### config.mk
export PLATFORM = sky130hd
export DESIGN_NAME = decoder_3r_pipe
export DESIGN_NICKNAME = d
export VERILOG_FILES = /design/src/rtl/decoder_3r_pipe_pkg.sv /design/src/rtl/decoder_3r_lane.sv /design/src/rtl/decoder_3r_pipe.sv
export SDC_FILE = /design/constraint.sdc
export NUM_CORES = 1
export LEC_CHECK = 0
export ABC_AREA = 1
export BUFFER_PORTS_ARGS = -buffer_cell sky130_fd_sc_hd__buf_2
export CORE_ASPECT_RATIO = 0.75
export CORE_MARGIN = 3
export CORE_UTILIZATION = 30
export CTS_CLUSTER_DIAMETER = 200
export CTS_CLUSTER_SIZE = 8
export DETAILED_ROUTE_END_ITERATION = 12
export HOLD_SLACK_MARGIN = 0.05
export PLACE_DENSITY_LB_ADDON = 0.3
export SYNTH_ARGS = -nofsm -noshare
export SYNTH_HDL_FRONTEND = slang
export SYNTH_SLANG_ARGS = --single-unit
### constraint.sdc
create_clock -name clk -period 3.33 [get_ports clk]
set_input_delay 0.666 -clock clk [delete_from_list [all_inputs] [get_ports clk]]
set_output_delay 0.666 -clock clk [all_outputs]
set_load 0.005 [all_outputs]
### src/rtl/decoder_3r_pipe_pkg.sv
// Shared definitions for the 3R-format decode pipeline: op codes, minor
// opcodes (inst[22:15]) and the skid-buffer state encoding.
package decoder_3r_pipe_pkg;

    localparam int OP_W = 8;

    // Decoded op codes. OP_INVALID is zero so a cleared register reads invalid.
    localparam logic [OP_W-1:0] OP_INVALID = 8'h00;
    localparam logic [OP_W-1:0] OP_ADD     = 8'h01;
    localparam logic [OP_W-1:0] OP_SUB     = 8'h02;
    localparam logic [OP_W-1:0] OP_SLT     = 8'h03;
    localparam logic [OP_W-1:0] OP_SLTU    = 8'h04;
    localparam logic [OP_W-1:0] OP_NOR     = 8'h05;
    localparam logic [OP_W-1:0] OP_AND     = 8'h06;
    localparam logic [OP_W-1:0] OP_OR      = 8'h07;
    localparam logic [OP_W-1:0] OP_XOR     = 8'h08;
    localparam logic [OP_W-1:0] OP_SLL     = 8'h09;
    localparam logic [OP_W-1:0] OP_SRL     = 8'h0A;
    localparam logic [OP_W-1:0] OP_SRA     = 8'h0B;
    localparam logic [OP_W-1:0] OP_MUL     = 8'h0C;
    localparam logic [OP_W-1:0] OP_MULH    = 8'h0D;
    localparam logic [OP_W-1:0] OP_MULHU   = 8'h0E;
    localparam logic [OP_W-1:0] OP_DIV     = 8'h0F;
    localparam logic [OP_W-1:0] OP_MOD     = 8'h10;
    localparam logic [OP_W-1:0] OP_DIVU    = 8'h11;
    localparam logic [OP_W-1:0] OP_MODU    = 8'h12;
    localparam logic [OP_W-1:0] OP_BREAK   = 8'h13;
    localparam logic [OP_W-1:0] OP_SYSCALL = 8'h14;
    localparam logic [OP_W-1:0] OP_SLLI    = 8'h15;
    localparam logic [OP_W-1:0] OP_SRLI    = 8'h16;
    localparam logic [OP_W-1:0] OP_SRAI    = 8'h17;

    // Minor opcodes found in inst[22:15] when inst[31:23] is zero.
    localparam logic [7:0] MIN_ADD     = 8'h20;
    localparam logic [7:0] MIN_SUB     = 8'h22;
    localparam logic [7:0] MIN_SLT     = 8'h24;
    localparam logic [7:0] MIN_SLTU    = 8'h25;
    localparam logic [7:0] MIN_NOR     = 8'h28;
    localparam logic [7:0] MIN_AND     = 8'h29;
    localparam logic [7:0] MIN_OR      = 8'h2A;
    localparam logic [7:0] MIN_XOR     = 8'h2B;
    localparam logic [7:0] MIN_SLL     = 8'h2E;
    localparam logic [7:0] MIN_SRL     = 8'h2F;
    localparam logic [7:0] MIN_SRA     = 8'h30;
    localparam logic [7:0] MIN_MUL     = 8'h38;
    localparam logic [7:0] MIN_MULH    = 8'h39;
    localparam logic [7:0] MIN_MULHU   = 8'h3A;
    localparam logic [7:0] MIN_DIV     = 8'h40;
    localparam logic [7:0] MIN_MOD     = 8'h41;
    localparam logic [7:0] MIN_DIVU    = 8'h42;
    localparam logic [7:0] MIN_MODU    = 8'h43;
    localparam logic [7:0] MIN_BREAK   = 8'h54;
    localparam logic [7:0] MIN_SYSCALL = 8'h56;
    localparam logic [7:0] MIN_SLLI    = 8'h81;
    localparam logic [7:0] MIN_SRLI    = 8'h89;
    localparam logic [7:0] MIN_SRAI    = 8'h91;

    // Occupancy of the head/skid pair.
    typedef enum logic [1:0] {
        BUF_EMPTY = 2'd0,
        BUF_ONE   = 2'd1,
        BUF_TWO   = 2'd2
    } buf_state_e;

endpackage

### src/rtl/decoder_3r_lane.sv
// Combinational decode of one 3R-format instruction word.
module decoder_3r_lane
    import decoder_3r_pipe_pkg::*;
(
    input  logic [31:0]     inst_i,
    input  logic            mask_i,
    output logic [OP_W-1:0] op_o,
    output logic [4:0]      rd_o,
    output logic [4:0]      rj_o,
    output logic [4:0]      rk_o,
    output logic [4:0]      ui5_o,
    output logic            invalid_o
);

    assign rd_o = inst_i[4:0];
    assign rj_o = inst_i[9:5];
    assign rk_o = inst_i[14:10];

    // Minor-opcode table lookup; masked-off lanes and non-3R words stay invalid.
    always_comb begin
        op_o = OP_INVALID;
        if (mask_i && (inst_i[31:23] == 9'd0)) begin
            case (inst_i[22:15])
                MIN_ADD:     op_o = OP_ADD;
                MIN_SUB:     op_o = OP_SUB;
                MIN_SLT:     op_o = OP_SLT;
                MIN_SLTU:    op_o = OP_SLTU;
                MIN_NOR:     op_o = OP_NOR;
                MIN_AND:     op_o = OP_AND;
                MIN_OR:      op_o = OP_OR;
                MIN_XOR:     op_o = OP_XOR;
                MIN_SLL:     op_o = OP_SLL;
                MIN_SRL:     op_o = OP_SRL;
                MIN_SRA:     op_o = OP_SRA;
                MIN_MUL:     op_o = OP_MUL;
                MIN_MULH:    op_o = OP_MULH;
                MIN_MULHU:   op_o = OP_MULHU;
                MIN_DIV:     op_o = OP_DIV;
                MIN_MOD:     op_o = OP_MOD;
                MIN_DIVU:    op_o = OP_DIVU;
                MIN_MODU:    op_o = OP_MODU;
                MIN_BREAK:   op_o = OP_BREAK;
                MIN_SYSCALL: op_o = OP_SYSCALL;
                MIN_SLLI:    op_o = OP_SLLI;
                MIN_SRLI:    op_o = OP_SRLI;
                MIN_SRAI:    op_o = OP_SRAI;
                default:     op_o = OP_INVALID;
            endcase
        end
    end

    // Invalid flag only for live lanes; ui5 only meaningful for shift-immediates.
    always_comb begin
        invalid_o = mask_i && (op_o == OP_INVALID);
        ui5_o     = 5'd0;
        if ((op_o == OP_SLLI) || (op_o == OP_SRLI) || (op_o == OP_SRAI))
            ui5_o = inst_i[14:10];
    end

endmodule

### src/rtl/decoder_3r_pipe.sv
// Registered multi-lane 3R decoder with a 2-entry skid buffer.
// in_ready is a flop, so out_ready never reaches upstream combinationally.
// Optional statistics counters: define DECODER_3R_PIPE_STAT_EN.
module decoder_3r_pipe
    import decoder_3r_pipe_pkg::*;
#(
    parameter int LANES = 1,
    parameter int OP_W  = decoder_3r_pipe_pkg::OP_W,
    parameter int PC_W  = 32
) (
    input  logic                  clk,
    input  logic                  resetn,
    input  logic                  flush,
    input  logic                  in_valid,
    output logic                  in_ready,
    input  logic [LANES*32-1:0]   in_inst,
    input  logic [PC_W-1:0]       in_pc,
    input  logic [LANES-1:0]      in_mask,
    output logic                  out_valid,
    input  logic                  out_ready,
    output logic [LANES*OP_W-1:0] out_op,
    output logic [LANES*5-1:0]    out_rd,
    output logic [LANES*5-1:0]    out_rj,
    output logic [LANES*5-1:0]    out_rk,
    output logic [LANES*5-1:0]    out_ui5,
    output logic [LANES-1:0]      out_invalid,
    output logic [PC_W-1:0]       out_pc,
    output logic [LANES-1:0]      out_mask
`ifdef DECODER_3R_PIPE_STAT_EN
    ,
    output logic [31:0]           stat_decoded,
    output logic [31:0]           stat_invalid
`endif
);

    typedef struct packed {
        logic [PC_W-1:0]             pc;
        logic [LANES-1:0]            mask;
        logic [LANES-1:0]            inv;
        logic [LANES-1:0][OP_W-1:0]  op;
        logic [LANES-1:0][4:0]       rd;
        logic [LANES-1:0][4:0]       rj;
        logic [LANES-1:0][4:0]       rk;
        logic [LANES-1:0][4:0]       ui5;
    } bundle_t;

    logic [LANES-1:0][OP_W-1:0] dec_op;
    logic [LANES-1:0][4:0]      dec_rd, dec_rj, dec_rk, dec_ui5;
    logic [LANES-1:0]           dec_inv;
    bundle_t                    dec;
    bundle_t                    head_q, skid_q;
    buf_state_e                 state_q;
    logic                       in_ready_q, out_valid_q;
    logic                       in_fire, out_fire;

    for (genvar g = 0; g < LANES; g++) begin : g_lane
        decoder_3r_lane u_lane (
            .inst_i    (in_inst[32*g +: 32]),
            .mask_i    (in_mask[g]),
            .op_o      (dec_op[g]),
            .rd_o      (dec_rd[g]),
            .rj_o      (dec_rj[g]),
            .rk_o      (dec_rk[g]),
            .ui5_o     (dec_ui5[g]),
            .invalid_o (dec_inv[g])
        );
    end

    assign dec = '{pc: in_pc, mask: in_mask, inv: dec_inv, op: dec_op,
                   rd: dec_rd, rj: dec_rj, rk: dec_rk, ui5: dec_ui5};

    assign in_fire  = in_valid & in_ready_q;
    assign out_fire = out_valid_q & out_ready;

    // Buffer FSM: head drives the outputs, skid catches one bundle under backpressure.
    always_ff @(posedge clk or negedge resetn) begin
        if (!resetn) begin
            state_q     <= BUF_EMPTY;
            in_ready_q  <= 1'b1;
            out_valid_q <= 1'b0;
            head_q      <= '0;
            head_q.op   <= {LANES{OP_INVALID}};
            skid_q      <= '0;
            skid_q.op   <= {LANES{OP_INVALID}};
        end else if (flush) begin
            state_q     <= BUF_EMPTY;
            in_ready_q  <= 1'b1;
            out_valid_q <= 1'b0;
        end else begin
            case (state_q)
                BUF_EMPTY: begin
                    if (in_fire) begin
                        head_q      <= dec;
                        out_valid_q <= 1'b1;
                        state_q     <= BUF_ONE;
                    end
                end
                BUF_ONE: begin
                    if (in_fire && out_fire) begin
                        head_q <= dec;
                    end else if (in_fire) begin
                        skid_q     <= dec;
                        in_ready_q <= 1'b0;
                        state_q    <= BUF_TWO;
                    end else if (out_fire) begin
                        out_valid_q <= 1'b0;
                        state_q     <= BUF_EMPTY;
                    end
                end
                BUF_TWO: begin
                    // in_ready_q is low here, so no input can arrive this cycle.
                    if (out_fire) begin
                        head_q     <= skid_q;
                        in_ready_q <= 1'b1;
                        state_q    <= BUF_ONE;
                    end
                end
                default: begin
                    state_q     <= BUF_EMPTY;
                    in_ready_q  <= 1'b1;
                    out_valid_q <= 1'b0;
                end
            endcase
        end
    end

    assign in_ready    = in_ready_q;
    assign out_valid   = out_valid_q;
    assign out_op      = head_q.op;
    assign out_rd      = head_q.rd;
    assign out_rj      = head_q.rj;
    assign out_rk      = head_q.rk;
    assign out_ui5     = head_q.ui5;
    assign out_invalid = head_q.inv;
    assign out_pc      = head_q.pc;
    assign out_mask    = head_q.mask;

`ifdef DECODER_3R_PIPE_STAT_EN
    logic [31:0] stat_dec_q, stat_inv_q;
    logic [32:0] stat_dec_d, stat_inv_d;

    // Popcount of the departing head added onto each counter, one spare bit for saturation.
    always_comb begin
        stat_dec_d = {1'b0, stat_dec_q};
        stat_inv_d = {1'b0, stat_inv_q};
        for (int i = 0; i < LANES; i++) begin
            stat_dec_d = stat_dec_d + 33'(head_q.mask[i]);
            stat_inv_d = stat_inv_d + 33'(head_q.inv[i]);
        end
    end

    // Count only bundles actually handed downstream; a flush cycle kills the head.
    always_ff @(posedge clk or negedge resetn) begin
        if (!resetn) begin
            stat_dec_q <= '0;
            stat_inv_q <= '0;
        end else if (out_fire && !flush) begin
            stat_dec_q <= stat_dec_d[32] ? '1 : stat_dec_d[31:0];
            stat_inv_q <= stat_inv_d[32] ? '1 : stat_inv_d[31:0];
        end
    end

    assign stat_decoded = stat_dec_q;
    assign stat_invalid = stat_inv_q;
`endif

endmodule

# After elaboration in Yosys (flattened, before gate mapping)
# Index checks and enable logic that the tools add are counted.
[op_classes]
n_eq_ne = 40
muxes = 25
n_bitwise = 4
n_reduce_logical = 14
[op_table]
columns = ["operator", "n"]
rows = [
  ["$mux 62", 3],
  ["$pmux 62 s3", 1],
  ["$pmux 5 s23", 1],
  ["$eq 8x6->1 const B", 14],
  ["$eq 8x7->1 const B", 6],
  ["$eq 8x5->1 const B", 3],
  ["$eq 8x8->1 const B", 3],
  ["$ne 3x3->1 const B", 6],
  ["$mux 2", 6],
  ["$reduce_and 4->1", 3],
  ["$ne 2x2->1 const B", 5],
  ["$reduce_and 5->1", 2],
  ["$logic_not 9->1", 1],
  ["$mux 1", 9],
  ["$logic_not 8->1", 1],
  ["$mux 8", 1],
  ["$pmux 1 s3", 2],
  ["$pmux 2 s3", 1],
  ["$mux 5", 1],
  ["$ne 4x4->1 const B", 1],
  ["$logic_and 1x1->1", 3],
  ["$reduce_bool 3->1", 1],
  ["$and 1x1->1", 2],
  ["$eq 2x1->1 const B", 1],
  ["other kinds (4)", 6],
]
[word_totals]
register_bits = 128
in_bits = 70
output_inout_bits = 64
word_cells = 102

# Depth between registers and ports, before layout
[depth]
word_depth = 9
ltp_mapped = 15
mapped_depth_nobuf = 14

# Modules after synthesis
# Synthesis repeated with hierarchy kept, for this count alone.
[unflattened]
cells_unflattened = 874
hier_area_um2 = 6513.7
[by_module_without_submodules]
columns = ["module", "instances", "cells_each", "area_each_um2", "seq_area_each_um2"]
rows = [
  ["decoder_3r_pipe", 1, 711, 5741.8, 3204.3],
  ["decoder_3r_lane", 1, 163, 772.0, 0.0],
]

# Worst setup path before layout
# Ideal clock, no wire load.
[synth_path]
path_kind = "input to register"
start = "input in_inst[16]"
end = "register head_q, in the netlist out_invalid"
setup_ns = 0.116
arrival_time_ns = 1.725
t_required_ns = 3.214
path_slack_ns = 1.489
path_stages = 15
path_buffers = 1
path_cell_list = "buf_2 inv_2 nand2_2 nor2_4 nand2_1 nand2_1 nor2_1 nand3_1 nand2_1 nand2_1 inv_1 nand2_1 nand2_1 nand2_1 nand2_1"
[synth_via]
elab_chain_len = 7
elab_cells_between_ends = 30
classes_between = "eq/ne (23); mux (5); reduce/logical (2)"
[synth_rtl]
columns = ["item", "line_no", "text"]
rows = [
  ["from (decl)", "decoder_3r_pipe.sv:16", "input logic [LANES*32-1:0] in_inst,"],
  ["$eq 8x8->1, or another cell as far along", "decoder_3r_lane.sv:23", "case (inst_i[22:15])"],
  ["$pmux 5 s23 (*)", "decoder_3r_lane.sv:23", ""],
  ["$mux 8 (*)", "decoder_3r_lane.sv:22", "if (mask_i && (inst_i[31:23] == 9'd0)) begin"],
  ["$logic_not 8->1 (*)", "decoder_3r_lane.sv:54", "invalid_o = mask_i && (op_o == OP_INVALID);"],
  ["$logic_and 1x1->1 (*)", "decoder_3r_lane.sv:54", ""],
  ["$mux 62, on equally long branches", "decoder_3r_pipe.sv:99, decoder_3r_pipe.sv:92", ""],
  ["$pmux 62 s3 (*)", "decoder_3r_pipe.sv:90", "case (state_q)"],
  ["to (signal assigned)", "decoder_3r_pipe.sv:113", "head_q <= skid_q;"],
  ["to (decl)", "decoder_3r_pipe.sv:51", "bundle_t head_q, skid_q;"],
]
# Every way passes the cells marked *; elsewhere a longest branch is shown, timed or not. The select of a mux whose other input is x is not followed.
# A chain may end at the register's enable or synchronous reset.

# Worst setup path in the final report
[layout_path]
start = "register state_q[0]"
end = "register skid_q[2] (netlist bit)"
[layout_via]
elab_chain_len = 2
[layout_rtl]
columns = ["item", "line_no", "text"]
rows = [
  ["from (decl)", "decoder_3r_pipe.sv:52", "buf_state_e state_q;"],
  ["from (signal assigned)", "decoder_3r_pipe.sv:78", "state_q <= BUF_EMPTY;"],
  ["from (signal assigned)", "decoder_3r_pipe.sv:86", "state_q <= BUF_EMPTY;"],
  ["from (signal assigned)", "decoder_3r_pipe.sv:95", "state_q <= BUF_ONE;"],
  ["$eq 2x1->1", "decoder_3r_pipe.sv:90", ""],
  ["$reduce_and 4->1 (no source line)", "n/a", ""],
  ["to (decl)", "decoder_3r_pipe.sv:51", ""],
]
# No other way between the ends.

==> out/results.env <==
DETAIL_ROUTE.VIAS_PER_CELL=4.50
SKEW_NS=0.00821
COMMONEST_CELLS_AFTER_ROUTING_FILL_AND_TAPS_ASIDE='sky130_fd_sc_hd__nand2_1 (321), sky130_fd_sc_hd__buf_2 (129), sky130_fd_sc_hd__dfrtp_1 (121)'
TOTAL_LEAKAGE_POWER_nW=3.70
SYNTH_TOP_AREA_CELL='sky130_fd_sc_hd__dfrtp_1'
TRITONCTS_CLOCK_TREE='built'
DP_HPWL_UM=9900
SYNTHTOLAYOUTAREAGROWTH_PCT=25.9
AVGSYNTHCELLAREA_SQ_UM=7.89
ROOT_BUFFER='sky130_fd_sc_hd__clkbuf_16'
FMAXACHIEVABLE_GHz=0.467
TIMING.FINAL.CRIT_PERIOD_NS=2.14
ARRIVAL_NS=2.47
STARTPOINT_TYPE='flip-flop'
FINALSETUPVIOLCOUNT=0
FINAL_COMMON_CELL='sky130_fd_sc_hd__nand2_1'
CTS-ROOT-TO-SINK-BUFFERS=2
HP_CLASS='primary input to async pin'
FINALWEIGHTEDCONGESTION=0.802
SYNTH_AREA_SQ_UM=5740
REGTOREGSTARTPOINT='state_q[0]$_DFFE_PN0P_'
POST_SYNTH_MAIN_AREA_CONTRIBUTORS='sky130_fd_sc_hd__dfrtp_1 (53%), sky130_fd_sc_hd__nand2_1 (21%), sky130_fd_sc_hd__nor2_1 (5.9%)'
STATUS='completed'
DETAIL_ROUTE.WL_PER_CELL_UM=13.5
GRT_MAX_DEGREE=92
LAYOUT_WORST_PATH_CYCLE_SHARE_PCT=64.4
FP.COREAREA_SQ_UM=18600
CTS_SETUP_BUFFERS=0
SYNTH.YOSYS.WARNINGS=0
RSZ0062_AT_GRT='no'
GRT_USE_TOTAL_PCT=14.6
WORSTMARGINPINSLEW_NS=0.766
ANTENNA_FOUND_INITIAL=0
CP-END-KIND='flip-flop'
FP-ROW-COUNT=43
DIE-AREA_SQ_UM=20800
PATH_CLK_SLEW_NS=0.06
GRT_FIRST_PASS_WIRELENGTH_UM=24700
POWER_DENSITY_nW_PER_UM2=869
TIMING.CRITICAL_PATH.REQUIRED_NS=3.66
FIN_NETS=917
DRV_CAP=0
FLOORPLAN.INITIALDENSITY_PCT=30.8
FLOORPLAN.IO_PINS=134
CONGESTION_OVERFLOW_GR=0
YS_SEQ_AREA_SHARE_PCT=53.2
CTS-BUFFERS-INSERTED=17
CRITICAL_REGISTER_TO_REGISTER_PATH_ENDPOINT='skid_q[2]$_DFFE_PN0P_'
ROUTED_WIRE_LENGTH_UM=14900
POSTSYNTHREGISTERBITS=122
INTERNAL_REG_TO_REG_SETUP_SLACK_NS=1.19
CLOCK_TREE.HTREE_LEVEL_COUNT=4
MAXSLEWVIOLCOUNT=0
FF2FF_PATH_DEPTH=9
SETUP_CP_TYPE='flip-flop to flip-flop'
DRC=0
CTS_HOLD_BUFFERS=0
FILL_CELLS=1988
POST_SYNTH_INST_COUNT=727
SYNTH.DISTINCT_CELLS=36
DR_TOTAL_VIAS=4978
TOTALNEGATIVESETUPSLACK_NS=0
DRT_PRE_ANTENNA_ITERS=5
PLACE.PORT_BUFFERS=130
CLK_LATENCY_NS=0.41
NETLIST.AREA_LEADER.SHARE_PCT=52.8
GRT_PASS1_VIAS=4730
DIE_HEIGHT_UM=126
DRT_ITER0_DRC=299
VDD_IR_DROP_MAX_uV=321
CTS_SINKS=122
DRIVE_GT1_SHARE_PCT=23.1
SLEW_HEADROOM_PCT=48.8
CP_MAX_FO=38
FINALPOWER_W=0.00628
CTS_RESIZED=0
TIMING_HOLD_VIOLATIONS_FINAL=0
FINAL_ANTENNA_NET_COUNT=0
ANTENNA_CELLS=0
DIE_WIDTH_UM=166
==> worst max-delay path, cell delays in order (launching register included) <==
cell	delay, ns
sky130_fd_sc_hd__dfrtp_1	0.47
sky130_fd_sc_hd__nor2_1	0.09
sky130_fd_sc_hd__inv_1	0.09
sky130_fd_sc_hd__nor2_1	0.07
sky130_fd_sc_hd__o21ai_2	0.18
sky130_fd_sc_hd__nand2_4	0.10
sky130_fd_sc_hd__nor2_8	0.27
sky130_fd_sc_hd__buf_4	0.45
sky130_fd_sc_hd__nand2_1	0.15
sky130_fd_sc_hd__o22ai_1	0.16
==> Yosys cell counts (all sizes together) <==
cell type,n
a211oi,4
a21oi,11
a31oi,43
a32o,1
buf,26
clkbuf,11
conb,1
dfrtp,121
dfstp,1
inv,33
nand2,330
nand3,8
nand4,1
nor2,97
nor3,1
nor3b,1
nor4,2
o211ai,1
o21a,4
o21ai,20
o22ai,5
o31ai,5
==> through the flow <==
| stage | cells | area (sq um) | utilization, % | worst slack (ns) | hold WS (ns) |
|---|---|---|---|---|---|
| 2_1_floorplan | 729 | 5750 | - | 1.49 | 0.370 |
| 3_3_place_gp | 1075 | 6580 | 35.3 | 0.850 | 0.454 |
| 3_5_place_dp | 1075 | 6580 | 35.3 | 0.832 | 0.458 |
| 4_1_cts | 1107 | 7230 | 38.8 | 1.15 | 0.187 |
| 5_1_grt | 1107 | 7230 | 38.8 | 0.948 | 0.205 |
| 6_report | 1107 | 7230 | 38.8 | 1.19 | 0.191 |
==> layer usage <==
layer / part of all wire, % / up-vias / GRT usage, %
met3: 5.9 / 9 / 4.20
met2: 41 / 144 / 21.4
met4: 0.82 / 0 / 4.16
li1: - / 2559 / -
met5: 0 / - / 0
met1: 52 / 2266 / 21.1
==> layout make-up <==
cell class                      instances  area (sq um)  share of cell area, %
Clock inverter                         14           219                   3.03
Tap cell                              247           309                   4.28
Multi-Input combinational cell        537          2360                   32.7
Timing Repair Buffer                  136           723                   10.0
Sequential cell                       122          3050                   42.3
Inverter                               33           129                   1.78
Clock buffer                           18           429                   5.94
==> state kept, by name (all words and copies together) (netlist names), 2 cells and up <==
register / count
out_rj: 5
out_rk: 5
state_q: 2
out_ui5: 5
out_pc: 32
skid_q: 59
out_rd: 5
out_op: 5
==> worst max-delay path by stage <==
stage / from / end / slack [ns]
CTS: state_q[0]$_DFFE_PN0P_ / skid_q[2]$_DFFE_PN0P_ / 1.15
floorplan: in_inst[16] / out_invalid$_DFFE_PN0P_ / 1.49
global placement: out_ready / skid_q[2]$_DFFE_PN0P_ / 0.85
global route: state_q[0]$_DFFE_PN0P_ / skid_q[2]$_DFFE_PN0P_ / 0.95
finish: state_q[0]$_DFFE_PN0P_ / skid_q[2]$_DFFE_PN0P_ / 1.19
detailed placement: out_ready / skid_q[2]$_DFFE_PN0P_ / 0.83
==> power breakdown <==
part	internal [W]	total, W	switching [W]
Combinational	0.000724	0.00173	0.00100
Clock	0.00133	0.00202	0.000691
Sequential	0.00217	0.00253	0.000359
==> logic make-up (layout without fill, tap and decap cells) <==
kind of cell | count (synthesis) | count (layout) | synth area share [%]
buffers and inverters | 70 | 201 | 5.84
and+or+nand+nor | 440 | 440 | 30.8
other | 1 | 3 | 0.0653
AOI/OAI and AO/OA | 94 | 94 | 10.1
DFF | 122 | 122 | 53.2
No activity file was read; power rests on OpenSTA's default activity.
